--- config.mk ---
export PLATFORM = sky130hd
export DESIGN_NAME = axi_cfg_sequencer
export DESIGN_NICKNAME = d
export VERILOG_FILES = /design/src/rtl/axi_cfg_sequencer.sv
export SDC_FILE = /design/constraint.sdc
export NUM_CORES = 1
export LEC_CHECK = 0
export BUFFER_PORTS_ARGS = -buffer_cell sky130_fd_sc_hd__buf_2
export CAP_MARGIN = 10
export CORE_AREA = 2 2 167 169
export CTS_BUF_LIST = sky130_fd_sc_hd__clkbuf_8
export CTS_CLUSTER_DIAMETER = 30
export DETAILED_ROUTE_END_ITERATION = 10
export DIE_AREA = 0 0 169 171
export GPL_TIMING_DRIVEN = 0
export PLACE_DENSITY = 0.63
export SLEW_MARGIN = 20
export SYNTH_ARGS = -nofsm -noshare
export SYNTH_HDL_FRONTEND = slang
export SYNTH_SLANG_ARGS = --single-unit
--- constraint.sdc ---
create_clock -name clk_i -period 4.55 [get_ports clk_i]
set_input_delay 0.2275 -clock clk_i [delete_from_list [all_inputs] [get_ports clk_i]]
set_output_delay 0.2275 -clock clk_i [all_outputs]
set_load 0.05 [all_outputs]
--- src/rtl/axi_cfg_sequencer.sv ---
// rtl/axi_cfg_sequencer.sv - AXI4 register-write sequencer with optional completion polling
//
// Takes (address, data, last) register-write commands and issues one single-beat
// 32-bit AXI4 write for each command. After the last command it can poll a status
// register until the accelerator reports completion. It pulses done_o when the
// sequence ends. err_o is sticky and is cleared by the next accepted command.
//
// Optional feature macro: CFG_SEQ_POLL_EN
//   defined     - after the last B, poll STATUS_ADDR every POLL_GAP cycles.
//                 A timeout is flagged after POLL_MAX polls.
//   not defined - after the last B, finish at once; ar_valid_o/r_ready_o tied 0.
//
// Ports:
//   clk_i, rst_ni               clock, asynchronous active-low reset
//   cmd_valid_i/cmd_ready_o     command handshake
//   cmd_addr_i/data_i/last_i    command payload
//   aw_* / w_* / b_*            AXI4 write channels (single beat, ID 0)
//   ar_* / r_*                  AXI4 read channels used for status polling
//   busy_o, done_o, err_o       status: not idle, end-of-sequence pulse, sticky error
module axi_cfg_sequencer #(
   parameter int                ADDR_W      = 64,
   parameter int                DATA_W      = 64,
   parameter int                ID_W        = 4,
   parameter logic [ADDR_W-1:0] STATUS_ADDR = 64'h5000_0030,
   parameter logic [31:0]       STATUS_MASK = 32'h0000_0001,
   parameter int                POLL_GAP    = 8,
   parameter int                POLL_MAX    = 1024
) (
   input  logic                clk_i,
   input  logic                rst_ni,
   input  logic                cmd_valid_i,
   output logic                cmd_ready_o,
   input  logic [ADDR_W-1:0]   cmd_addr_i,
   input  logic [31:0]         cmd_data_i,
   input  logic                cmd_last_i,
   output logic [ADDR_W-1:0]   aw_addr_o,
   output logic                aw_valid_o,
   input  logic                aw_ready_i,
   output logic [ID_W-1:0]     aw_id_o,
   output logic [2:0]          aw_size_o,
   output logic [7:0]          aw_len_o,
   output logic [1:0]          aw_burst_o,
   output logic [DATA_W-1:0]   w_data_o,
   output logic [DATA_W/8-1:0] w_strb_o,
   output logic                w_last_o,
   output logic                w_valid_o,
   input  logic                w_ready_i,
   input  logic                b_valid_i,
   output logic                b_ready_o,
   input  logic [1:0]          b_resp_i,
   input  logic [ID_W-1:0]     b_id_i,
   output logic [ADDR_W-1:0]   ar_addr_o,
   output logic                ar_valid_o,
   input  logic                ar_ready_i,
   output logic [ID_W-1:0]     ar_id_o,
   output logic [2:0]          ar_size_o,
   output logic [7:0]          ar_len_o,
   output logic [1:0]          ar_burst_o,
   input  logic                r_valid_i,
   output logic                r_ready_o,
   input  logic [DATA_W-1:0]   r_data_i,
   input  logic [1:0]          r_resp_i,
   input  logic                r_last_i,
   input  logic [ID_W-1:0]     r_id_i,
   output logic                busy_o,
   output logic                done_o,
   output logic                err_o
);

   typedef enum logic [2:0] {
      IDLE, WRITE, WRESP, POLL_WAIT, READ, RDATA, FINISH
   } state_t;

   state_t state;
   logic   last_q;

   assign aw_id_o    = '0;
   assign aw_size_o  = 3'b010;
   assign aw_len_o   = 8'h00;
   assign aw_burst_o = 2'b01;
   assign ar_id_o    = '0;
   assign ar_size_o  = 3'b010;
   assign ar_len_o   = 8'h00;
   assign ar_burst_o = 2'b01;
   assign w_last_o   = 1'b1;

`ifdef CFG_SEQ_POLL_EN
   localparam int GAP_W  = $clog2(POLL_GAP + 1);
   localparam int PCNT_W = $clog2(POLL_MAX + 1);

   logic [GAP_W-1:0]  gap_cnt;
   logic [PCNT_W-1:0] poll_cnt;
   logic [31:0]       r_word;

   // The status word sits in the lane selected by STATUS_ADDR[2].
   assign r_word = STATUS_ADDR[2] ? r_data_i[63:32] : r_data_i[31:0];

   logic unused_inputs;
   assign unused_inputs = ^{b_id_i, r_last_i, r_id_i};
`else
   assign ar_addr_o  = '0;
   assign ar_valid_o = 1'b0;
   assign r_ready_o  = 1'b0;

   logic unused_inputs;
   assign unused_inputs = ^{b_id_i, ar_ready_i, r_valid_i, r_data_i, r_resp_i,
                            r_last_i, r_id_i, STATUS_ADDR, STATUS_MASK,
                            POLL_GAP, POLL_MAX};
`endif

   always_ff @(posedge clk_i or negedge rst_ni) begin
      if (!rst_ni) begin
         state       <= IDLE;
         last_q      <= 1'b0;
         cmd_ready_o <= 1'b0;
         aw_addr_o   <= '0;
         aw_valid_o  <= 1'b0;
         w_data_o    <= '0;
         w_strb_o    <= '0;
         w_valid_o   <= 1'b0;
         b_ready_o   <= 1'b0;
         busy_o      <= 1'b0;
         done_o      <= 1'b0;
         err_o       <= 1'b0;
`ifdef CFG_SEQ_POLL_EN
         ar_addr_o   <= '0;
         ar_valid_o  <= 1'b0;
         r_ready_o   <= 1'b0;
         gap_cnt     <= '0;
         poll_cnt    <= '0;
`endif
      end else begin
         case (state)
            IDLE: begin
               if (cmd_valid_i && cmd_ready_o) begin
                  cmd_ready_o <= 1'b0;
                  busy_o      <= 1'b1;
                  err_o       <= 1'b0;
                  last_q      <= cmd_last_i;
                  aw_addr_o   <= cmd_addr_i;
                  aw_valid_o  <= 1'b1;
                  w_valid_o   <= 1'b1;
                  if (cmd_addr_i[2]) begin
                     w_data_o <= {cmd_data_i, 32'h0};
                     w_strb_o <= 8'hF0;
                  end else begin
                     w_data_o <= {32'h0, cmd_data_i};
                     w_strb_o <= 8'h0F;
                  end
                  state <= WRITE;
               end else begin
                  cmd_ready_o <= 1'b1;
               end
            end
            WRITE: begin
               // AW and W retire independently; a low valid means that
               // channel has already handshaken.
               if (aw_ready_i) aw_valid_o <= 1'b0;
               if (w_ready_i)  w_valid_o  <= 1'b0;
               if ((!aw_valid_o || aw_ready_i) && (!w_valid_o || w_ready_i)) begin
                  b_ready_o <= 1'b1;
                  state     <= WRESP;
               end
            end
            WRESP: begin
               if (b_valid_i) begin
                  b_ready_o <= 1'b0;
                  if (b_resp_i != 2'b00) begin
                     err_o  <= 1'b1;
                     done_o <= 1'b1;
                     state  <= FINISH;
                  end else if (!last_q) begin
                     cmd_ready_o <= 1'b1;
                     busy_o      <= 1'b0;
                     state       <= IDLE;
                  end else begin
`ifdef CFG_SEQ_POLL_EN
                     gap_cnt  <= '0;
                     poll_cnt <= '0;
                     state    <= POLL_WAIT;
`else
                     done_o <= 1'b1;
                     state  <= FINISH;
`endif
                  end
               end
            end
`ifdef CFG_SEQ_POLL_EN
            POLL_WAIT: begin
               if (gap_cnt == GAP_W'(POLL_GAP - 1)) begin
                  ar_addr_o  <= STATUS_ADDR;
                  ar_valid_o <= 1'b1;
                  state      <= READ;
               end else begin
                  gap_cnt <= gap_cnt + GAP_W'(1);
               end
            end
            READ: begin
               if (ar_ready_i) begin
                  ar_valid_o <= 1'b0;
                  r_ready_o  <= 1'b1;
                  state      <= RDATA;
               end
            end
            RDATA: begin
               if (r_valid_i) begin
                  r_ready_o <= 1'b0;
                  if (r_resp_i != 2'b00) begin
                     err_o  <= 1'b1;
                     done_o <= 1'b1;
                     state  <= FINISH;
                  end else if ((r_word & STATUS_MASK) != 32'h0) begin
                     done_o <= 1'b1;
                     state  <= FINISH;
                  end else if (poll_cnt == PCNT_W'(POLL_MAX - 1)) begin
                     err_o  <= 1'b1;
                     done_o <= 1'b1;
                     state  <= FINISH;
                  end else begin
                     poll_cnt <= poll_cnt + PCNT_W'(1);
                     gap_cnt  <= '0;
                     state    <= POLL_WAIT;
                  end
               end
            end
`endif
            FINISH: begin
               done_o      <= 1'b0;
               cmd_ready_o <= 1'b1;
               busy_o      <= 1'b0;
               state       <= IDLE;
            end
            default: state <= IDLE;
         endcase
      end
   end

endmodule
==> results.ini <==
[worst_hold_path]
hold_path.class = in -> reg
hold_start = cmd_data_i[19]

[floorplan]
die_x_um = 169
initial_utilization_pct = 24.46
fp-row-count = 61
dieArea_um2 = 28900
core_area_um2 = 27320
die_y_um = 171
io_pins = 426

[final_layout]
fin_nets = 1199
final_cell_mix = buf_2 (245), dfrtp_1 (140), o21ai_0 (118), buf_4 (110), conb_1 (101)
syn2layout_area_growth_pct = 46.67
layout_commonest_cell = buf_2
diodes = 0
drive_above_1_share_pct = 44.56

[grt]
track_usage_pct = 13.38
grt_pass1_vias = 5232
use_met3_pct = 4.303
use_met1_pct = 15.29
top_usage_layer = met2
grt_pass1_wl_um = 29520
met2_usage_pct = 23.88
grt_antenna_before_repair = 1
grt_max_degree = 72
grt.overflow.total = 0

[worst_setup_path]
cp-startpoint = state[2]
slowest_stage = dfrtp_1
required_ns = 4.86
endpoint = aw_addr_o[53]
path_class = reg -> reg
rrSetupSlack_ns = 2.52
crit_buf_inv = 5
worstPathArrival_ns = 2.34
worstReg2RegStart = state[2]
startpoint_type = register
crit_path_end_kind = register
reg2regPathDepth = 8
max_stage_delay_ns = 0.37
crit_fanout = 10
cp_top_family = buffers and inverters
crit_chain = clkbuf_2, or2_1, buf_6, buf_6, nor2_4, buf_8, buf_8, mux2_1
worstSetupPathDepth = 8
r2r-end = aw_addr_o[53]

[clock_tree]
cts.sinks = 140
cts_tree = built
cts_resized = 0
clockRootBuffer = clkbuf_8
htree_levels = 4
path_clk_slew_ns = 0.09
numCtsBuffers = 17
cts_hold_buf = 58
worstSkewPairLatency_ns = 0.44
clockBufferDepth = 2
cts_setup_buffers = 0

[run]
drv_cap = 0

[logic_synthesis]
ys.flop_type = dfrtp_1
synth-seq-cells = 140
syn-cell-area_um2 = 6684
yosysSeqAreaShare_pct = 52.41
synth-edff-count = 0
netlist_instances = 591
async_reset_ff_share_pct = 100.0
yosysWarnings = 0
syn_area_per_cell_um2 = 11.31
ys_types = 39

[route]
drtIter0Drc = 302
vias = 5470
routedWlPerCell_um = 14.71
routed_wl_um = 20240
dr.pass1.iters = 4
drc = 0
vias_per_cell = 3.975
ant_nets = 0

[power]
leakage_uw = 0.005024
ir_drop_mv = 0.2961
power.density_nw_per_um2 = 820.1

[sta]
setup_ws_ns = 2.522
setup_viol = 0
hold_violations = 0
slew_headroom_pct = 60.74
period_share_pct = 44.57
period_needed_ns = 2.028
clock.fmax_mhz = 493.1
drv_slew = 0
fin_skew_ns = 0.01571
rsz0062_at_grt = false
setup-tns-final_ns = 0
worst_pin_slew_ns = 0.5888

[placed_design]
io_buffer_count = 246
hpwl_um = 14740
globalplace.congestion = 0.7542
place_ws_ns = 2.479

[run_status]
status = finished, final reports clean

[cell families (layout without fill, tap and decap cells)]
| group | Yosys count | in the layout | synth area share, % |
|---|---|---|---|
| buffers and inverters | 150 | 490 | 16.36 |
| AO/OA/AOI/OAI | 145 | 145 | 11.33 |
| flip-flops | 140 | 140 | 52.41 |
| AND/OR/NAND/NOR | 89 | 89 | 7.095 |
| multiplexers | 65 | 65 | 12.69 |
| other | 2 | 101 | 0.1124 |
[cell usage after synthesis, types with 3 or more instances]
library cell	n	area share, %
dfrtp_1	140	52
o21ai_0	118	8.8
buf_4	110	12
nand2b_1	35	3.3
nand2_1	34	1.9
mux2_4	31	7.0
clkbuf_1	26	1.5
mux2_2	26	4.4
o21ai_1	13	0.97
mux2_1	8	1.3
buf_6	6	1.0
a21oi_1	3	0.22
buf_12	3	0.90
nor2_1	3	0.17
[registers in the layout (all words and copies together) (netlist names)]
| register | cells |
|---|---|
| done_o | 1 |
| cmd_ready_o | 1 |
| last_q | 1 |
| aw_valid_o | 1 |
| busy_o | 1 |
| aw_addr_o | 64 |
| w_valid_o | 1 |
| b_ready_o | 1 |
| err_o | 1 |
| state | 3 |
| w_data_o | 64 |
| w_strb_o | 1 |
[report_power, final]
group          internal (uW)  leakage [uW]  total [uW]  switching (uW)
sequential              1850       0.00173        2160             307
clock                    593      0.000214        1120             525
combinational           1280       0.00308        4760            3480
[how the worst min path moves through the flow]
| stage | end | slack, ns | cells after the start |
|---|---|---|---|
| 5_1_grt | aw_addr_o[27] | 0.0002 | 2 |
| 2_1_floorplan | aw_addr_o[0] | -0.07 | 0 |
| 4_1_cts | w_data_o[51] | 0.0003 | 3 |
| 6_report | w_data_o[51] | 0.04 | 3 |
| 3_3_place_gp | aw_addr_o[55] | 0.45 | 2 |
| 3_5_place_dp | aw_addr_o[39] | 0.22 | 1 |
[stage by stage]
stage	hold WS (ns)	power, uW	util, %	std cells	cell area (um2)
final	0.04324	8040	35.88	1376	9803
after global routing	0.0001830	8471	35.88	1376	9803
after CTS	0.0002954	8118	35.77	1373	9773
after detailed placement	0.2150	6929	32.05	1283	8757
after global placement	0.4455	6878	31.91	1282	8720
after floorplan	-0.06809	5772	-	690	7056
[worst register-to-register path, delay by kind of cell (launching register included)]
family	cells	cell delay, ns
flops	1	0.37
mux	1	0.33
simple gates	2	0.39
buf+inv	5	0.83
[layout make-up]
cell class              count  area (um2)
inverters                   2       7.507
flip-flops and latches    140        3503
repair buffers            308        1879
clock buffers              20       275.3
fillers                  2709       17520
multi-input cells         400        2459
clock inverters            12       160.2
plain buffers             148        1086
well taps                 346       432.9
[metal layers]
metal / up-vias / part of all wire (%)
met4: 4 / 1.3
met1: 2571 / 41
met5: - / 0.089
met3: 19 / 8.0
li1: 2643 / -
met2: 233 / 50
Note: power is estimated with default switching activity, not from simulation.
